==> src/rtl/mux_pkg.sv <==
// Shared types for the N-to-1 stream multiplexer: selection mode and packet-lock state.
package mux_pkg;

    typedef enum logic {
        MODE_SEL = 1'b0,
        MODE_RR  = 1'b1
    } mux_mode_e;

    typedef enum logic {
        IDLE   = 1'b0,
        LOCKED = 1'b1
    } lock_state_e;

endpackage

==> src/rtl/stream_mux_nx1_rr_arbiter.sv <==
// Combinational rotate-priority search: first requester at or after ptr, wrapping modulo N.
module rr_arbiter #(
    parameter int N  = 4,
    parameter int PW = $clog2(N)
) (
    input  logic [N-1:0]  req,
    input  logic [PW-1:0] ptr,
    output logic          gnt_valid,
    output logic [PW-1:0] gnt_idx
);

    logic [PW:0]   sum;
    logic [PW-1:0] cand;

    always_comb begin
        gnt_valid = 1'b0;
        gnt_idx   = '0;
        sum       = '0;
        cand      = '0;
        for (int k = 0; k < N; k++) begin
            // One spare bit holds ptr+k before folding back into 0..N-1.
            sum = {1'b0, ptr} + (PW+1)'(k);
            if (sum >= (PW+1)'(N)) begin
                sum = sum - (PW+1)'(N);
            end
            cand = sum[PW-1:0];
            if (!gnt_valid && req[cand]) begin
                gnt_valid = 1'b1;
                gnt_idx   = cand;
            end
        end
    end

endmodule

==> src/rtl/stream_mux_nx1.sv <==
// N-input valid/ready stream mux with packet lock, sel or round-robin grant,
// and a single-entry registered output stage.
module stream_mux_nx1
    import mux_pkg::*;
#(
    parameter int        WIDTH = 32,
    parameter int        N_IN  = 4,
    parameter mux_mode_e MODE  = MODE_SEL,
    parameter int        SEL_W = $clog2(N_IN)
) (
    input  logic                  clk,
    input  logic                  rst_n,
    input  logic [N_IN*WIDTH-1:0] in_data,
    input  logic [N_IN-1:0]       in_valid,
    input  logic [N_IN-1:0]       in_last,
    output logic [N_IN-1:0]       in_ready,
    input  logic [SEL_W-1:0]      sel,
    output logic [WIDTH-1:0]      out_data,
    output logic                  out_valid,
    output logic                  out_last,
    output logic [SEL_W-1:0]      out_src,
    input  logic                  out_ready
);

    lock_state_e      state_q, state_d;
    logic [SEL_W-1:0] lock_ch_q, lock_ch_d;
    logic [SEL_W-1:0] rr_ptr_q, rr_ptr_d;
    logic [WIDTH-1:0] out_data_q, out_data_d;
    logic             out_valid_q, out_valid_d;
    logic             out_last_q, out_last_d;
    logic [SEL_W-1:0] out_src_q, out_src_d;

    logic             rr_gnt_valid;
    logic [SEL_W-1:0] rr_gnt_idx;
    logic             grant_valid;
    logic [SEL_W-1:0] grant;
    logic             load_en;
    logic             xfer;
    logic             beat_last;
    logic [WIDTH-1:0] beat_data;

    rr_arbiter #(
        .N  (N_IN),
        .PW (SEL_W)
    ) u_rr_arbiter (
        .req       (in_valid),
        .ptr       (rr_ptr_q),
        .gnt_valid (rr_gnt_valid),
        .gnt_idx   (rr_gnt_idx)
    );

    // A locked packet owns the datapath; otherwise sel or the arbiter decides.
    always_comb begin
        grant       = '0;
        grant_valid = 1'b0;
        if (state_q == LOCKED) begin
            grant       = lock_ch_q;
            grant_valid = in_valid[lock_ch_q];
        end else if (MODE == MODE_RR) begin
            grant       = rr_gnt_idx;
            grant_valid = rr_gnt_valid;
        end else if ({1'b0, sel} < (SEL_W+1)'(N_IN)) begin
            grant       = sel;
            grant_valid = in_valid[sel];
        end
    end

    assign load_en   = !out_valid_q || out_ready;
    assign beat_last = in_last[grant];
    assign beat_data = in_data[int'(grant)*WIDTH +: WIDTH];

    // rst_n gates ready so nothing handshakes while reset is held.
    always_comb begin
        in_ready = '0;
        for (int i = 0; i < N_IN; i++) begin
            in_ready[i] = rst_n && load_en && grant_valid && (grant == SEL_W'(i));
        end
    end

    assign xfer = |(in_valid & in_ready);

    always_comb begin
        state_d     = state_q;
        lock_ch_d   = lock_ch_q;
        rr_ptr_d    = rr_ptr_q;
        out_data_d  = out_data_q;
        out_valid_d = out_valid_q;
        out_last_d  = out_last_q;
        out_src_d   = out_src_q;

        if (xfer) begin
            out_valid_d = 1'b1;
            out_data_d  = beat_data;
            out_last_d  = beat_last;
            out_src_d   = grant;
        end else if (out_ready) begin
            out_valid_d = 1'b0;
        end

        if (xfer) begin
            if (beat_last) begin
                state_d  = IDLE;
                rr_ptr_d = (grant == SEL_W'(N_IN-1)) ? '0 : grant + 1'b1;
            end else if (state_q == IDLE) begin
                state_d   = LOCKED;
                lock_ch_d = grant;
            end
        end
    end

    always_ff @(posedge clk or negedge rst_n) begin
        if (!rst_n) begin
            state_q     <= IDLE;
            lock_ch_q   <= '0;
            rr_ptr_q    <= '0;
            out_data_q  <= '0;
            out_valid_q <= 1'b0;
            out_last_q  <= 1'b0;
            out_src_q   <= '0;
        end else begin
            state_q     <= state_d;
            lock_ch_q   <= lock_ch_d;
            rr_ptr_q    <= rr_ptr_d;
            out_data_q  <= out_data_d;
            out_valid_q <= out_valid_d;
            out_last_q  <= out_last_d;
            out_src_q   <= out_src_d;
        end
    end

    assign out_data  = out_data_q;
    assign out_valid = out_valid_q;
    assign out_last  = out_last_q;
    assign out_src   = out_src_q;

endmodule

==> config.mk <==
export PLATFORM = sky130hd
export DESIGN_NAME = stream_mux_nx1
export DESIGN_NICKNAME = d
export VERILOG_FILES = /design/src/rtl/mux_pkg.sv /design/src/rtl/stream_mux_nx1_rr_arbiter.sv /design/src/rtl/stream_mux_nx1.sv
export SDC_FILE = /design/constraint.sdc
export NUM_CORES = 1
export LEC_CHECK = 0
export BUFFER_PORTS_ARGS = -buffer_cell sky130_fd_sc_hd__clkbuf_2
export CAP_MARGIN = 0
export CORE_MARGIN = 2
export CORE_UTILIZATION = 37
export DETAILED_ROUTE_END_ITERATION = 8
export PLACE_DENSITY = 0.77
export SYNTH_ARGS = -nofsm -noshare
export SYNTH_HDL_FRONTEND = slang
export SYNTH_SLANG_ARGS = --single-unit
==> constraint.sdc <==
create_clock -name clk -period 2 [get_ports clk]
set_input_delay 0.3 -clock clk [delete_from_list [all_inputs] [get_ports clk]]
set_output_delay 0.3 -clock clk [all_outputs]
set_load 0.01 [all_outputs]
==> impl_metrics.tcl, run 1 <==
set metrics [dict create \
    status "finished, violations left" \
    violations "negative setup slack" \
    worst_slew_pin_slew_ns 0.491 \
    top_layer "met4" \
    skew_ns 0.00573 \
    hold_buffers 0 \
    synth_seq_area_share_pct 38.8 \
    die_x_um 86.5 \
    globalRouteOverflowTotal 0 \
    r2r-end "out_data[26]" \
    htree_levels 2 \
    drt_drc_violations_left 0 \
    grt_max_degree 40 \
    fin_area_um2 3770 \
    antenna_cells 0 \
    r2r_cells 6 \
    pin_count 181 \
    layout_commonest_cell "clkbuf_2" \
    power.density_nw_per_um2 1450 \
    ys_ff_latch 39 \
    vias 2119 \
    avgSynthCellArea_um2 17.6 \
    rows 30 \
    hp-class "primary input to asynchronous set/reset pin" \
    place_hpwl_um 5490 \
    clkSlewWorstSetupHoldPaths_ns 0.08 \
    antenna_left 0 \
    clockPowerShare_pct 9.6 \
    fin_crit_sh_pct 103 \
    crit_path_start_kind "flip-flop" \
    core_area_um2 6680 \
    dr.pass1.iters 4 \
    wl_met1_um 2500 \
    hold_slack_ns 0.121 \
    synth_area_um2 2520 \
    die-height_um 86.5 \
    final_cell_mix "clkbuf_2 (179), dfrtp_1 (39), mux4_2 (34)" \
    portBuffers 180 \
    crit_fanout 19 \
    die_area_um2 7480 \
    grt_pass1_vias 2243 \
    dr_wl_met2_um 3720 \
    dpl_cell_area_um2 3600 \
    fin_crit_ns 2.06 \
    drv_slew 0 \
    antenna_found_initial 0 \
    gp_congestion 0.752 \
    multi_input_area_um2 1480 \
    wl_um 6740 \
    cp-startpoint "state_q" \
    drive_above_1_share_pct 82.7 \
    maxSlewHeadroom_pct 66.9 \
    synth_nets 284 \
    met3_length_um 479 \
    wl_per_cell_um 16.3 \
    synth_cells 143 \
    ys_warn_count 0 \
    setup_viol 4 \
    drtIter0Drc 30 \
    cts_tree "built" \
    viasPerCell 5.11 \
    crit_path_end_kind "primary output" \
    hold_viol_final 0 \
    p_sw_share_pct 34.2 \
    clk_latency_ns 0.28 \
    grt_pass1_wl_um 10200 \
    irDropWorstVdd_mv 0.717 \
    leakage_uw 0.00192 \
    setup_slack_ns -0.0647 \
    p_int_uw 3610 \
    clockBufferDepth 2 \
    r2r_start "state_q" \
    seqCellArea_um2 976 \
    critical_path_class "flip-flop to primary output" \
    power.net_switching_uw 1880 \
    drv_cap 0 \
    r2r_slack_ns 0.03 \
    grt.total_usage_pct 17.7 \
    totalNegativeSetupSlack_ns -0.205 \
    finish.net_count 476 \
    areaGrowthSynthToFinish_pct 50.0 \
    ys_types 21 \
    worst_ep_required_time_ns 1.70 \
    clockRootBuffer "clkbuf_8" \
    initial_core_util_pct 37.7 \
    power_frac_seq_pct 26.4 \
    worst_ep_arrival_time_ns 1.76 \
    fill_cells 567 \
    cts_sinks 39 \
    crit_end "in_ready[1]" \
    power_frac_comb_pct 64.0 \
    fmax_mhz 484 \
    rsz0062_at_grt "yes" \
    cts_made_buffers 5 \
]
==> routing by layer <==
metal,vias up,GRT usage (%)
met4,0,5.68
met2,105,33.7
met1,1040,19.6
met3,4,3.24
met5,-,0
li1,970,-
==> registers in the layout (all words and copies together), names as in the netlist <==
| name | flops |
|---|---|
| lock_ch_q | 2 |
| out_valid | 1 |
| out_last | 1 |
| out_data | 32 |
| out_src | 2 |
| state_q | 1 |
==> worst min-delay path by stage <==
stage	to	slack, ns	cells after the start
finish	out_last	0.12	2
global route	out_last	0.16	2
CTS	state_q	0.14	2
detailed placement	out_src[1]	0.45	2
global placement	out_last	0.45	2
floorplan	lock_ch_q[0]	0.004	0
==> power by group through the flow <==
| stage | logic (uW) | clock network, uW | registers [uW] |
|---|---|---|---|
| floorplan | 2100 | 0 | 1600 |
| global placement | 3250 | 0 | 1460 |
| detailed placement | 3360 | 0 | 1470 |
| CTS | 3420 | 550 | 1460 |
| global route | 3760 | 589 | 1500 |
| finish | 3510 | 530 | 1450 |
==> cell usage after synthesis <==
cell      instances  area share, %
mux2_4           27             16
mux2_2            9            4.0
nand2_1           2           0.30
buf_6             4            1.8
o21ai_0           3           0.60
inv_1             2           0.30
nand2b_1          1           0.25
clkbuf_1          2           0.30
buf_4             1           0.30
and3_1            2           0.50
mux2i_1           6            2.4
nor4_1            2           0.50
dfrtp_1          39             39
mux4_2           34             30
a21boi_2          1           0.45
mux2i_4           1           0.90
o31ai_1           1           0.30
o211ai_1          1           0.30
buf_2             3           0.60
o2111a_1          1           0.45
nor2_4            1           0.45
==> through the flow <==
| stage | cells | setup WS, ns | util [%] | power (uW) |
|---|---|---|---|---|
| after detailed placement | 402 | 0.0375 | 54.0 | 4830 |
| final | 415 | -0.0647 | 56.5 | 5490 |
| after CTS | 411 | -0.0900 | 55.6 | 5420 |
| after global placement | 402 | 0.0587 | 54.0 | 4720 |
| after global routing | 415 | -0.148 | 56.5 | 5850 |
| after floorplan | 143 | 0.0900 | - | 3710 |
==> final cells by class <==
| type | count | share of cell area, % |
|---|---|---|
| Timing Repair Buffer | 195 | 29.7 |
| Sequential cell | 39 | 25.9 |
| Tap cell | 80 | 2.65 |
| Inverter | 2 | 0.298 |
| Clock inverter | 1 | 0.133 |
| Clock buffer | 6 | 2.19 |
| Multi-Input combinational cell | 92 | 39.1 |
==> cell families (layout without fill, tap and decap cells) <==
family                 count (synthesis)  in the layout  share of synthesized area [%]
AND/OR/NAND/NOR                        8              8                           1.99
flip-flops                            39             39                           38.8
buffers and inverters                 12            204                           3.28
AO/OA/AOI/OAI                          7              7                           2.09
multiplexers                          77             77                           53.9
==> worst max-delay path: stages, from the launching register on <==
cell and delay (ns):
dfrtp_1 0.39, buf_4 0.15, mux2i_4 0.18, buf_12 0.14, buf_12 0.15, nor4_1 0.28, clkbuf_2 0.18
==> what timing repair did <==
item,CTS,global route
pin swaps,3,1
setup endpoints to repair,4,38
cloned,0,1
buffers inserted,2,3
resized for setup,2,1
Note: power is estimated with default switching activity, not from simulation.
==> inputs of run 2 (changes only) <==
- CORE_UTILIZATION: 37 -> 41
- PLACE_DENSITY: 0.77 -> 0.81
- clock period: 2 -> 2.2 ns (I/O delays scaled with it)
==> impl_metrics.tcl, run 2 (synthesis gave the netlist of run 1 again) <==
set metrics [dict create \
    fin_crit_sh_pct 96.3 \
    fin_total_pwr_uw 4800 \
    core_area_um2 5920 \
    worst_ep_arrival_time_ns 1.79 \
    totalNegativeSetupSlack_ns 0 \
    drv_slew 0 \
    gp_congestion 0.773 \
    cts_tree "built" \
    largest_reg_flops 32 \
    antenna_found_initial 0 \
    clockBufferDepth 2 \
    vias 2137 \
    rsz0062_at_grt "no" \
    die_x_um 82.3 \
    crit_path_start_kind "flip-flop" \
    initial_core_util_pct 42.5 \
    final_cell_mix "clkbuf_2 (180), dfrtp_1 (38), mux4_2 (34)" \
    fill_cells 477 \
    worst_ep_required_time_ns 1.87 \
    hold_viol_final 0 \
    dpl_cell_area_um2 3550 \
    power.density_nw_per_um2 1310 \
    pin_count 181 \
    cp-startpoint "lock_ch_q[0]" \
    globalRouteOverflowTotal 0 \
    portBuffers 180 \
    clkSlewWorstSetupHoldPaths_ns 0.07 \
    rows 28 \
    fin_util_pct 61.9 \
    maxSlewHeadroom_pct 61.9 \
    crit_fanout 7 \
    drtIter0Drc 82 \
    skew_ns 0.00342 \
    cts_sinks 39 \
    areaGrowthSynthToFinish_pct 45.5 \
    die_area_um2 6780 \
    r2r-end "out_data[0]" \
    wl_um 7240 \
    crit_path_end_kind "primary output" \
    clk_latency_ns 0.28 \
    r2r_start "lock_ch_q[0]" \
    worst_slew_pin_slew_ns 0.565 \
    grt_max_degree 40 \
    htree_levels 2 \
    status "finished clean" \
    wl_per_cell_um 17.9 \
    setup_viol 0 \
    leakage_uw 0.00187 \
    drive_above_1_share_pct 82.4 \
    antenna_left 0 \
    fin_area_um2 3660 \
    crit_end "in_ready[0]" \
    place_inst 396 \
    fmax_mhz 472 \
    finish.net_count 470 \
    grt_pass1_vias 2384 \
    r2r_slack_ns 0.30 \
    viasPerCell 5.28 \
    die-height_um 82.3 \
    drt_drc_violations_left 0 \
    antenna_cells 0 \
    layoutNonFillerInstCount 405 \
    cts_made_buffers 5 \
    hp-class "primary input to asynchronous set/reset pin" \
    drv_cap 0 \
    critical_path_class "flip-flop to primary output" \
    place_hpwl_um 6070 \
    clockRootBuffer "clkbuf_8" \
    fin_crit_ns 2.12 \
    grt_pass1_wl_um 11000 \
    grt.total_usage_pct 22.3 \
    dr.pass1.iters 4 \
    layout_commonest_cell "clkbuf_2" \
    r2r_cells 5 \
    irDropWorstVdd_mv 0.590 \
]
-- run 2: changes by cell type in the layout (fill, tap and decap cells not counted), sizes merged --
cell and change:
buf -6, clkbuf +2, clkinv -1, clkinvlp -1, inv +1
-- run 2: layout make-up --
cell class | count | area, um2 | area share [%]
Inverter | 2 | 7.51 | 0.205
Clock buffer | 8 | 100 | 2.73
Sequential cell | 39 | 977 | 26.7
Timing Repair Buffer | 189 | 1010 | 27.5
Tap cell | 75 | 93.8 | 2.56
Multi-Input combinational cell | 92 | 1480 | 40.3
-- run 2: power by group --
group          internal (uW)  total (uW)  switching (uW)
Combinational           1750        2940            1190
Sequential              1100        1330             233
Clock                    286         523             237
Total                   3130        4800            1660
-- run 2: worst min-delay path by stage --
stage,endpoint,slack [ns],depth (start not counted)
2_1_floorplan,lock_ch_q[0],0.03,0
3_3_place_gp,out_data[13],0.48,2
3_5_place_dp,out_data[23],0.49,1
4_1_cts,out_data[15],0.20,2
5_1_grt,out_data[13],0.22,2
6_report,out_data[13],0.19,2
-- run 2: timing repair --
item	in CTS	in global routing
buffers inserted	1	0
endpoints found under the setup margin	1	2
resized for setup	0	2
pin swaps	0	1
hold buffers	0	0
-- run 2: routing by layer --
layer / global-route usage [%] / share of wire [%] / vias to the layer above
li1: - / - / 957
met1: 24.1 / 34 / 1049
met2: 41.6 / 55 / 118
met3: 5.33 / 8.8 / 13
met4: 8.67 / 2.1 / 0
met5: 0 / 0 / -
-- run 2: critical path: stages, from the launching register on --
cell	delay (ns)
dfrtp_1	0.37
mux4_2	0.53
mux2i_4	0.19
nor2_4	0.11
and3_1	0.19
clkbuf_2	0.12
-- run 2: stage by stage --
stage / hold WS [ns] / setup slack, ns
after detailed placement: 0.493 / 0.186
after global routing: 0.221 / 0.00233
after floorplan: 0.0344 / 0.287
final: 0.190 / 0.0804
after CTS: 0.198 / 0.00238
after global placement: 0.483 / 0.220
==> inputs of run 3 (changes only) <==
- CORE_UTILIZATION: 41 -> 44
- PLACE_DENSITY: 0.81 -> 0.86
- clock period: 2.2 -> 2.71 ns (I/O delays scaled with it)
==> impl_metrics.tcl, run 3 (synthesis gave the netlist of run 1 again) <==
set metrics [dict create \
    cts_tree "built" \
    fin_util_pct 65.2 \
    vias 2124 \
    hold_viol_final 0 \
    r2r_start "lock_ch_q[0]" \
    wl_um 6660 \
    areaGrowthSynthToFinish_pct 42.7 \
    antenna_left 0 \
    hold_buffers 0 \
    r2r-end "out_data[0]" \
    grt.total_usage_pct 21.7 \
    fmax_mhz 393 \
    clockRootBuffer "clkbuf_8" \
    clk_latency_ns 0.28 \
    r2r_slack_ns 0.33 \
    critical_path_class "flip-flop to primary output" \
    leakage_uw 0.00184 \
    die_x_um 79.6 \
    grt_pass1_wl_um 10400 \
    clkSlewWorstSetupHoldPaths_ns 0.07 \
    antenna_found_initial 0 \
    drtIter0Drc 57 \
    post_cts_resize_count 0 \
    power.density_nw_per_um2 1050 \
    die-height_um 79.6 \
    drv_cap 0 \
    final_cell_mix "clkbuf_2 (180), dfrtp_1 (39), mux4_2 (34)" \
    largest_reg_flops 32 \
    globalRouteOverflowTotal 0 \
    worst_ep_arrival_time_ns 2.14 \
    antenna_cells 0 \
    finish.net_count 466 \
    skew_ns 0.00548 \
    rows 27 \
    r2r_cells 5 \
    post_cts_buffers 0 \
    wl_per_cell_um 16.8 \
    gp_congestion 0.845 \
    die_area_um2 6340 \
    fin_crit_ns 2.55 \
    initial_core_util_pct 45.7 \
    maxSlewHeadroom_pct 52.3 \
    cts_made_buffers 5 \
    irDropWorstVdd_mv 0.552 \
    htree_levels 2 \
    status "finished clean" \
    grt_max_degree 41 \
    place_hpwl_um 5570 \
    setup_slack_ns 0.165 \
    viasPerCell 5.35 \
    totalNegativeSetupSlack_ns 0 \
    fin_crit_sh_pct 93.9 \
    crit_path_end_kind "primary output" \
    core_area_um2 5510 \
    hold_slack_ns 0.215 \
    worst_ep_required_time_ns 2.30 \
    dr.pass1.iters 4 \
    layout_commonest_cell "clkbuf_2" \
    pre_cts_slack_ns 0.162 \
    portBuffers 180 \
    clockBufferDepth 2 \
    rsz0062_at_grt "no" \
    drt_drc_violations_left 0 \
    grt_pass1_vias 2273 \
    drive_above_1_share_pct 81.8 \
    pin_count 181 \
    cp-startpoint "lock_ch_q[0]" \
    setup_viol 0 \
    worst_slew_pin_slew_ns 0.715 \
    crit_path_start_kind "flip-flop" \
    crit_fanout 21 \
    crit_end "in_ready[0]" \
    hp-class "primary input to asynchronous set/reset pin" \
    cts_sinks 39 \
    drv_slew 0 \
]
-- run 3: cell count changes in the layout (fill, tap and decap cells not counted) --
| cell | previous run | this run |
|---|---|---|
| dfrtp_2 | 1 | 0 |
| buf_4 | 6 | 4 |
| clkbuf_8 | 7 | 6 |
| buf_12 | 3 | 1 |
| inv_2 | 1 | 0 |
| inv_1 | 1 | 2 |
| dfrtp_1 | 38 | 39 |
| clkinv_2 | 0 | 1 |
| clkbuf_1 | 1 | 0 |
-- run 3: power by group --
part	internal (uW)	total (uW)	leakage, uW	switching [uW]
registers	889	1080	0.000461	196
logic	1350	2290	0.00133	944
clock network	199	379	0.0000470	180
total	2440	3760	0.00184	1320
-- run 3: through the flow --
| stage | cell area [um2] | cells | total power, uW |
|---|---|---|---|
| global placement | 3500 | 390 | 3340 |
| floorplan | 2520 | 143 | 2730 |
| detailed placement | 3500 | 390 | 3410 |
| finish | 3590 | 397 | 3760 |
| global route | 3590 | 397 | 3990 |
| CTS | 3590 | 397 | 3810 |
-- run 3: worst min path at each step --
stage                    to  slack, ns   startpoint  depth (start not counted)
6_report        out_data[9]       0.21        rst_n                          2
5_1_grt         out_data[7]       0.24        rst_n                          2
4_1_cts         out_data[8]       0.23        rst_n                          2
3_5_place_dp     out_src[1]       0.49   out_src[1]                          1
3_3_place_gp    out_data[9]       0.49  out_data[9]                          1
2_1_floorplan  lock_ch_q[0]       0.11        rst_n                          0
-- run 3: critical path, stage by stage (launching register included) --
cell	delay, ns
dfrtp_1	0.44
mux4_2	0.38
mux2i_4	0.10
nor2_4	0.57
and3_1	0.24
clkbuf_2	0.13
-- run 3: per-layer routing --
metal	GRT usage, %	routed length [um]
met1	24.2	2310
met5	0	0
met3	5.09	537
met4	6.03	83
met2	40.8	3720
-- run 3: final cells by class --
type	instances	area, um2
inverters	2	7.51
fillers	442	1920
clock inverters	1	5.00
clock buffers	6	82.6
multi-input cells	92	1480
well taps	72	90.1
repair buffers	185	951
flip-flops and latches	39	976
